[config.mk]
export PLATFORM = sky130hd
export DESIGN_NAME = constant_div_seq
export DESIGN_NICKNAME = d
export VERILOG_FILES = /design/src/rtl/constant_div_seq.sv
export SDC_FILE = /design/constraint.sdc
export NUM_CORES = 1
export LEC_CHECK = 0
export ABC_AREA = 0
export BUFFER_PORTS_ARGS = -buffer_cell sky130_fd_sc_hd__buf_2
export CAP_MARGIN = 5
export CELL_PAD_IN_SITES_DETAIL_PLACEMENT = 1
export CELL_PAD_IN_SITES_GLOBAL_PLACEMENT = 1
export CORE_ASPECT_RATIO = 1.5
export CORE_UTILIZATION = 51
export CTS_BUF_LIST = sky130_fd_sc_hd__clkbuf_8 sky130_fd_sc_hd__clkbuf_16
export CTS_CLUSTER_DIAMETER = 120
export DETAILED_ROUTE_END_ITERATION = 8
export PLACE_DENSITY_LB_ADDON = 0.2
export SYNTH_ARGS = -nofsm -noshare
export SYNTH_HDL_FRONTEND = slang
export SYNTH_SLANG_ARGS = --single-unit
[constraint.sdc]
create_clock -name i_clk -period 20.9 [get_ports i_clk]
set_input_delay 3.135 -clock i_clk [delete_from_list [all_inputs] [get_ports i_clk]]
set_output_delay 3.135 -clock i_clk [all_outputs]
set_load 0.03 [all_outputs]
[src/rtl/constant_div_seq.sv]
// Exact unsigned divider: a reciprocal-multiply estimate (serial shift-add) followed by
// +1 correction steps. The divisor and reciprocal come from parameters or from input ports.
module constant_div_seq #(
    parameter int DIV_MODE  = 0,
    parameter int DIV       = 38,
    parameter int DIV_END_W = 16,
    parameter int DIV_W     = $clog2(DIV + 1),
    parameter int MUL_BPC   = 4,
    parameter int MAX_CORR  = 2
) (
    input  logic                 i_clk,
    input  logic                 i_rst,
    input  logic                 i_vld,
    output logic                 o_rdy,
    input  logic [DIV_END_W-1:0] i_div_end,
    input  logic [DIV_W-1:0]     i_div,
    input  logic [DIV_END_W:0]   i_recip,
    output logic                 o_vld,
    input  logic                 i_rdy,
    output logic [DIV_END_W-1:0] o_quo,
    output logic [DIV_W-1:0]     o_rem,
    output logic                 o_err
);
    localparam int N   = DIV_END_W;
    localparam int NP1 = N + 1;
    localparam int PW  = 2 * N + 1;
    localparam int C   = (N + MUL_BPC) / MUL_BPC;
    localparam int MCW = $clog2(C + 1);
    localparam int CW  = $clog2(MAX_CORR + 2);
    localparam logic [MCW-1:0] C_LAST   = MCW'(C - 1);
    localparam logic [CW-1:0]  CORR_MAX = CW'(MAX_CORR);
    localparam logic [N:0]     M_CONST  = NP1'((64'd1 << N) / 64'(DIV));

    typedef enum logic [2:0] {S_IDLE, S_ZERO, S_MUL, S_REM, S_CORR, S_DONE} state_t;

    state_t             state, state_nxt;
    logic [N-1:0]       x_r, q_r, q_est;
    logic [DIV_W-1:0]   d_r, d_in;
    logic [N:0]         m_in, m_sh, r_r, r_calc, d_ext;
    logic [PW-1:0]      x_sh, prod, pp;
    logic [N+DIV_W-1:0] qd;
    logic [MCW-1:0]     mcnt;
    logic [CW-1:0]      ccnt;
    logic               accept, r_neg, r_ge, corr_step;

    assign d_in   = (DIV_MODE != 0) ? i_div : DIV_W'(DIV);
    assign m_in   = (DIV_MODE != 0) ? i_recip : M_CONST;
    assign accept = i_vld && (state == S_IDLE);
    assign o_rdy  = (state == S_IDLE);
    assign o_vld  = (state == S_DONE);

    assign q_est     = prod[2*N-1:N];
    assign qd        = {{DIV_W{1'b0}}, q_est} * {{N{1'b0}}, d_r};
    assign r_calc    = {1'b0, x_r} - qd[N:0];
    assign d_ext     = NP1'(d_r);
    assign r_neg     = r_r[N];
    assign r_ge      = !r_neg && (r_r >= d_ext);
    assign corr_step = r_ge && (ccnt < CORR_MAX);

    // MUL_BPC multiplier bits per cycle; the sum wraps at PW bits, which is exact
    // because the full product never exceeds PW bits.
    always_comb begin
        pp = '0;
        for (int b = 0; b < MUL_BPC; b++)
            if (m_sh[b]) pp = pp + (x_sh << b);
    end

    always_ff @(posedge i_clk) begin
        if (i_rst) state <= S_IDLE;
        else       state <= state_nxt;
    end

    always_comb begin
        state_nxt = state;
        case (state)
            S_IDLE: if (accept) state_nxt = (d_in == '0) ? S_ZERO : S_MUL;
            S_ZERO: if (mcnt != '0) state_nxt = S_DONE;
            S_MUL:  if (mcnt == C_LAST) state_nxt = S_REM;
            S_REM:  state_nxt = S_CORR;
            S_CORR: if (!corr_step) state_nxt = S_DONE;
            S_DONE: if (i_rdy) state_nxt = S_IDLE;
            default: state_nxt = S_IDLE;
        endcase
    end

    always_ff @(posedge i_clk) begin
        if (i_rst) begin
            x_r   <= '0;
            d_r   <= '0;
            x_sh  <= '0;
            m_sh  <= '0;
            prod  <= '0;
            mcnt  <= '0;
            ccnt  <= '0;
            q_r   <= '0;
            r_r   <= '0;
            o_quo <= '0;
            o_rem <= '0;
            o_err <= 1'b0;
        end else begin
            case (state)
                S_IDLE: if (accept) begin
                    x_r   <= i_div_end;
                    d_r   <= d_in;
                    x_sh  <= PW'(i_div_end);
                    m_sh  <= m_in;
                    prod  <= '0;
                    mcnt  <= '0;
                    ccnt  <= '0;
                    o_err <= 1'b0;
                end
                // Zero divisor: two-cycle path to DONE carrying the error result.
                S_ZERO: begin
                    mcnt  <= mcnt + 1'b1;
                    o_quo <= '1;
                    o_rem <= '0;
                    o_err <= 1'b1;
                end
                S_MUL: begin
                    prod <= prod + pp;
                    x_sh <= x_sh << MUL_BPC;
                    m_sh <= m_sh >> MUL_BPC;
                    mcnt <= mcnt + 1'b1;
                end
                S_REM: begin
                    q_r <= q_est;
                    r_r <= r_calc;
                end
                S_CORR: if (corr_step) begin
                    q_r  <= q_r + 1'b1;
                    r_r  <= r_r - d_ext;
                    ccnt <= ccnt + 1'b1;
                end else begin
                    // Leaving with r >= D here means the correction budget ran out.
                    o_quo <= q_r;
                    o_rem <= r_r[DIV_W-1:0];
                    o_err <= r_neg || r_ge;
                end
                default: ;
            endcase
        end
    end
endmodule

==> summary.md <==
| Metric | Value |
|---|---|
| Core area | just under 30000 um2 |
| Synthesized instance count | ~2100 |
| GRT Total Usage | 31.09% |
| Routed WL | about 46000 um |
| Clk_lat worst skew | roughly 0.44 ns |
| Mapped Area | around 15000 um2 |
| Multi-input gate area | ~11000 um2 |
| P&R area growth vs syn | 6.882% |
| Hold Path Stages | 2 |
| Pins Over Slew Limit | 0 |
| Fill count | 3800 |
| CTS H-tree depth | 4 |
| CTS buffer count | 17 |
| R2R depth | between 40 and 50 |
| Synth Net Count | ~2300 |
| Gr busiest metal | met2 |
| FF+latch count, synth | 150 |
| Sink Count | 150 |
| Clock-pin slew on the worst setup and hold paths | about 0.070 ns |
| Via count | between 15000 and 20000 |
| Layout Nets | roughly 2300 |
| Drt initial violations | slightly above 600 |
| Crit start category | flop |
| Critical Path Fanout Max | slightly above 40 |
| R2r setup slk | approximately 11 ns |
| FFs w/ async S/R, synth | 0% |
| Worst Hold End | x_r[1]$_SDFFE_PP0P_ |
| Setup TNS | 0 ns |
| Die area | around 30000 um2 |
| Largest net degree at the start of global routing | between 50 and 60 |
| Crit Reg-Reg Startpoint | m_sh[6]$_SDFFE_PP0P_ |
| Top_reg_cell synth | dfxtp_1 |
| Crit path capture type | flop |
| Rel. slew slack | between 20% and 30% |
| Wire length per cell | 18.75 um |
| DPL Wire Length | around 35000 um |
| CTS max path bufs | 2 |
| Met2 GRT Util | between 50 and 60% |
| Pwr dens | ~88 nW/um2 |
| Clk root buf | clkbuf_16 |
| Avg Vias per Cell | a little over 6 |
| Met1 Usage GRT | between 30% and 40% |
| Register area | around 3000 um2 |
| Achievable Freq | around 97 MHz |
| Distinct cell type count after synthesis | 84 |
| Commonest non-fill, non-tap cells in the layout | nand2_1 (251), a21oi_1 (218), nor2_1 (170) |
| RSZ-0062 raised after global routing | no |
| Worst vdd ir | 0.0001089 V |
| CTS Hold Bufs | 0 |
| Drt drc | 0 |
| Seq/Total Area, Yosys | approximately a fifth |
| Status | finished clean |
| Diodes inserted | 0 |
| Max Clock Skew | 0.01058 ns |
| TritonCTS clock tree | yes |
| Post-CTS Setup Inserts | 0 |
| FF-to-FF End | prod[31]$_SDFFE_PP0P_ |
| Global-route wire length before repair | 76070 um |
| Static Leak | 7.423 nW |
| Share of layout cells above drive strength 1 | roughly 7.6% |
| Most common cell after layout, fill and taps aside | nand2_1 |
| Met3 Resource Use GR | under 10% |
| Post-CTS sizing | 0 |
| CP dominant cell by count | a21oi_1 |
| Syn Area/Cell | 7.336 um2 |
| Final period util | about 49% |
| Worst Path Arrival | 10.65 ns |
| Max_cap viols | 0 |
| Die H | approximately 210 um |
| Worst hold path type | flop to flop |
| Tightest Pin Transition | between 1 and 1.5 ns |
| EDFF count, synth | 0 |
| First-pass iteration count of the detailed router | 5 |
| Final min period | 10.28 ns |
| Final count of hold timing violations | 0 |
| CP Class | flop to flop |
| Initial Util | between 50% and 60% |
| Hold Crit Start | x_r[1]$_SDFFE_PP0P_ |
| Post-route ant nets | 0 |
| Num rows | 77 |
| Total power | 1.425 mW |
| Initial antenna violation count | 0 |
| WP data required | between 20 and 25 ns |
| Final number of setup-violating endpoints | 0 |
| Overflow left after global routing | 0 |
| Die width | about 140 um |
| Vias in the first global route | approximately 16000 |
| Number of I/O port buffers | 44 |
| Worst path slowest cell | fa_1 |
| Crit-path max cell delay | 0.50 ns |
| Num ports | 68 |
| Synth Warn # | 0 |
| Final GP Congestion | 0.9077 |
## area by class of cell
type                            instances  area share, %
Multi-Input combinational cell       1690          69.72
Sequential cell                       150          18.54
Inverter                              135          3.127
Tap cell                              395          3.049
Clock buffer                           17          2.625
Timing Repair Buffer                   59          2.069
Clock inverter                         15         0.8724
## worst max path at each step
stage / from / to / slack [ns] / depth (start not counted)
floorplan: m_sh[6]$_SDFFE_PP0P_ / prod[31]$_SDFFE_PP0P_ / 11.79 / 48
global placement: m_sh[6]$_SDFFE_PP0P_ / prod[31]$_SDFFE_PP0P_ / 10.96 / 46
detailed placement: m_sh[6]$_SDFFE_PP0P_ / prod[31]$_SDFFE_PP0P_ / 10.71 / 46
CTS: m_sh[6]$_SDFFE_PP0P_ / prod[31]$_SDFFE_PP0P_ / 10.62 / 40
global route: m_sh[6]$_SDFFE_PP0P_ / prod[31]$_SDFFE_PP0P_ / 9.97 / 46
finish: m_sh[6]$_SDFFE_PP0P_ / prod[31]$_SDFFE_PP0P_ / 10.62 / 45
## through the flow
step	std cells	util [%]	worst slack [ns]	area [um2]	hold WS [ns]
after floorplan	2067	-	11.79	15160	0.4360
after global placement	2429	53.23	10.96	15640	0.4499
after detailed placement	2429	53.23	10.71	15640	0.4564
after CTS	2461	55.15	10.62	16210	0.4665
after global routing	2461	55.15	9.975	16210	0.4861
final	2461	55.15	10.62	16210	0.4649
## kinds of logic (layout without fill, tap and decap cells)
group,after synthesis,in the layout,share of synthesized area (%)
multiplexers,40,40,2.880
AND/OR/NAND/NOR,693,693,21.15
AO/OA/AOI/OAI,653,653,27.41
adder cells (fa/ha/maj),185,185,16.10
XOR/XNOR,119,119,6.874
buffers and inverters,227,226,5.784
flip-flops,150,150,19.80
## per-layer routing
| metal | vias to the layer above | routed length (um) | part of all wire, % |
|---|---|---|---|
| met4 | 0 | 1654 | 3.6 |
| li1 | 7338 | - | - |
| met3 | 95 | 910 | 2.0 |
| met2 | 213 | 24550 | 53 |
| met1 | 7369 | 19020 | 41 |
| met5 | - | 0 | 0 |
## flip-flops by register name (all words and copies together), names as in the netlist
| signal | flops |
|---|---|
| o_err | 1 |
| o_rem | 6 |
| mcnt | 3 |
| o_quo | 16 |
| d_r | 1 |
| prod | 32 |
| ccnt | 2 |
| state | 3 |
| x_sh | 32 |
| r_r | 17 |
| q_r | 16 |
| m_sh | 5 |
| x_r | 16 |
## synthesized netlist by cell type (all sizes together) (9+ instances only)
| cell type | n | area share [%] |
|---|---|---|
| nor2b | 16 | 0.66 |
| nand2 | 252 | 6.2 |
| dfxtp | 150 | 20 |
| mux2 | 29 | 2.2 |
| and3 | 16 | 0.66 |
| a211o | 9 | 0.53 |
| clkbuf | 78 | 1.9 |
| nor3 | 45 | 1.5 |
| o21bai | 13 | 0.64 |
| mux2i | 11 | 0.73 |
| o21ai | 133 | 4.4 |
| nand3 | 65 | 2.1 |
| o22ai | 23 | 0.95 |
| xor2 | 41 | 2.4 |
| nor4 | 10 | 0.55 |
| o21a | 25 | 1.2 |
| a22oi | 27 | 1.3 |
| nand2b | 30 | 1.2 |
| and2 | 30 | 1.2 |
| inv | 134 | 3.3 |
| nor2 | 170 | 4.2 |
| a31oi | 29 | 1.2 |
| nand4 | 12 | 0.50 |
| buf | 14 | 0.51 |
| fa | 17 | 2.2 |
| a21oi | 221 | 7.4 |
| a211oi | 31 | 1.7 |
| or3 | 17 | 0.70 |
| ha | 167 | 14 |
| o31ai | 10 | 0.50 |
| xnor2 | 78 | 4.5 |
| a21o | 65 | 3.2 |
## critical path: cells and delay by family (launching register included)
kind	cells	cell delay (ns)
buf+inv	2	0.29
simple gates	10	2.06
xor+xnor	3	0.44
flops	1	0.30
mux	2	0.56
compound gates	23	4.71
fa+ha+maj	5	1.81
## where the power goes
group	internal, mW	switching (mW)	leakage [nW]	total, mW
clock	0.167	0.140	0.278	0.306
sequential	0.340	0.0812	1.22	0.421
combinational	0.255	0.443	5.93	0.698
(Power assumes the default switching activity.)
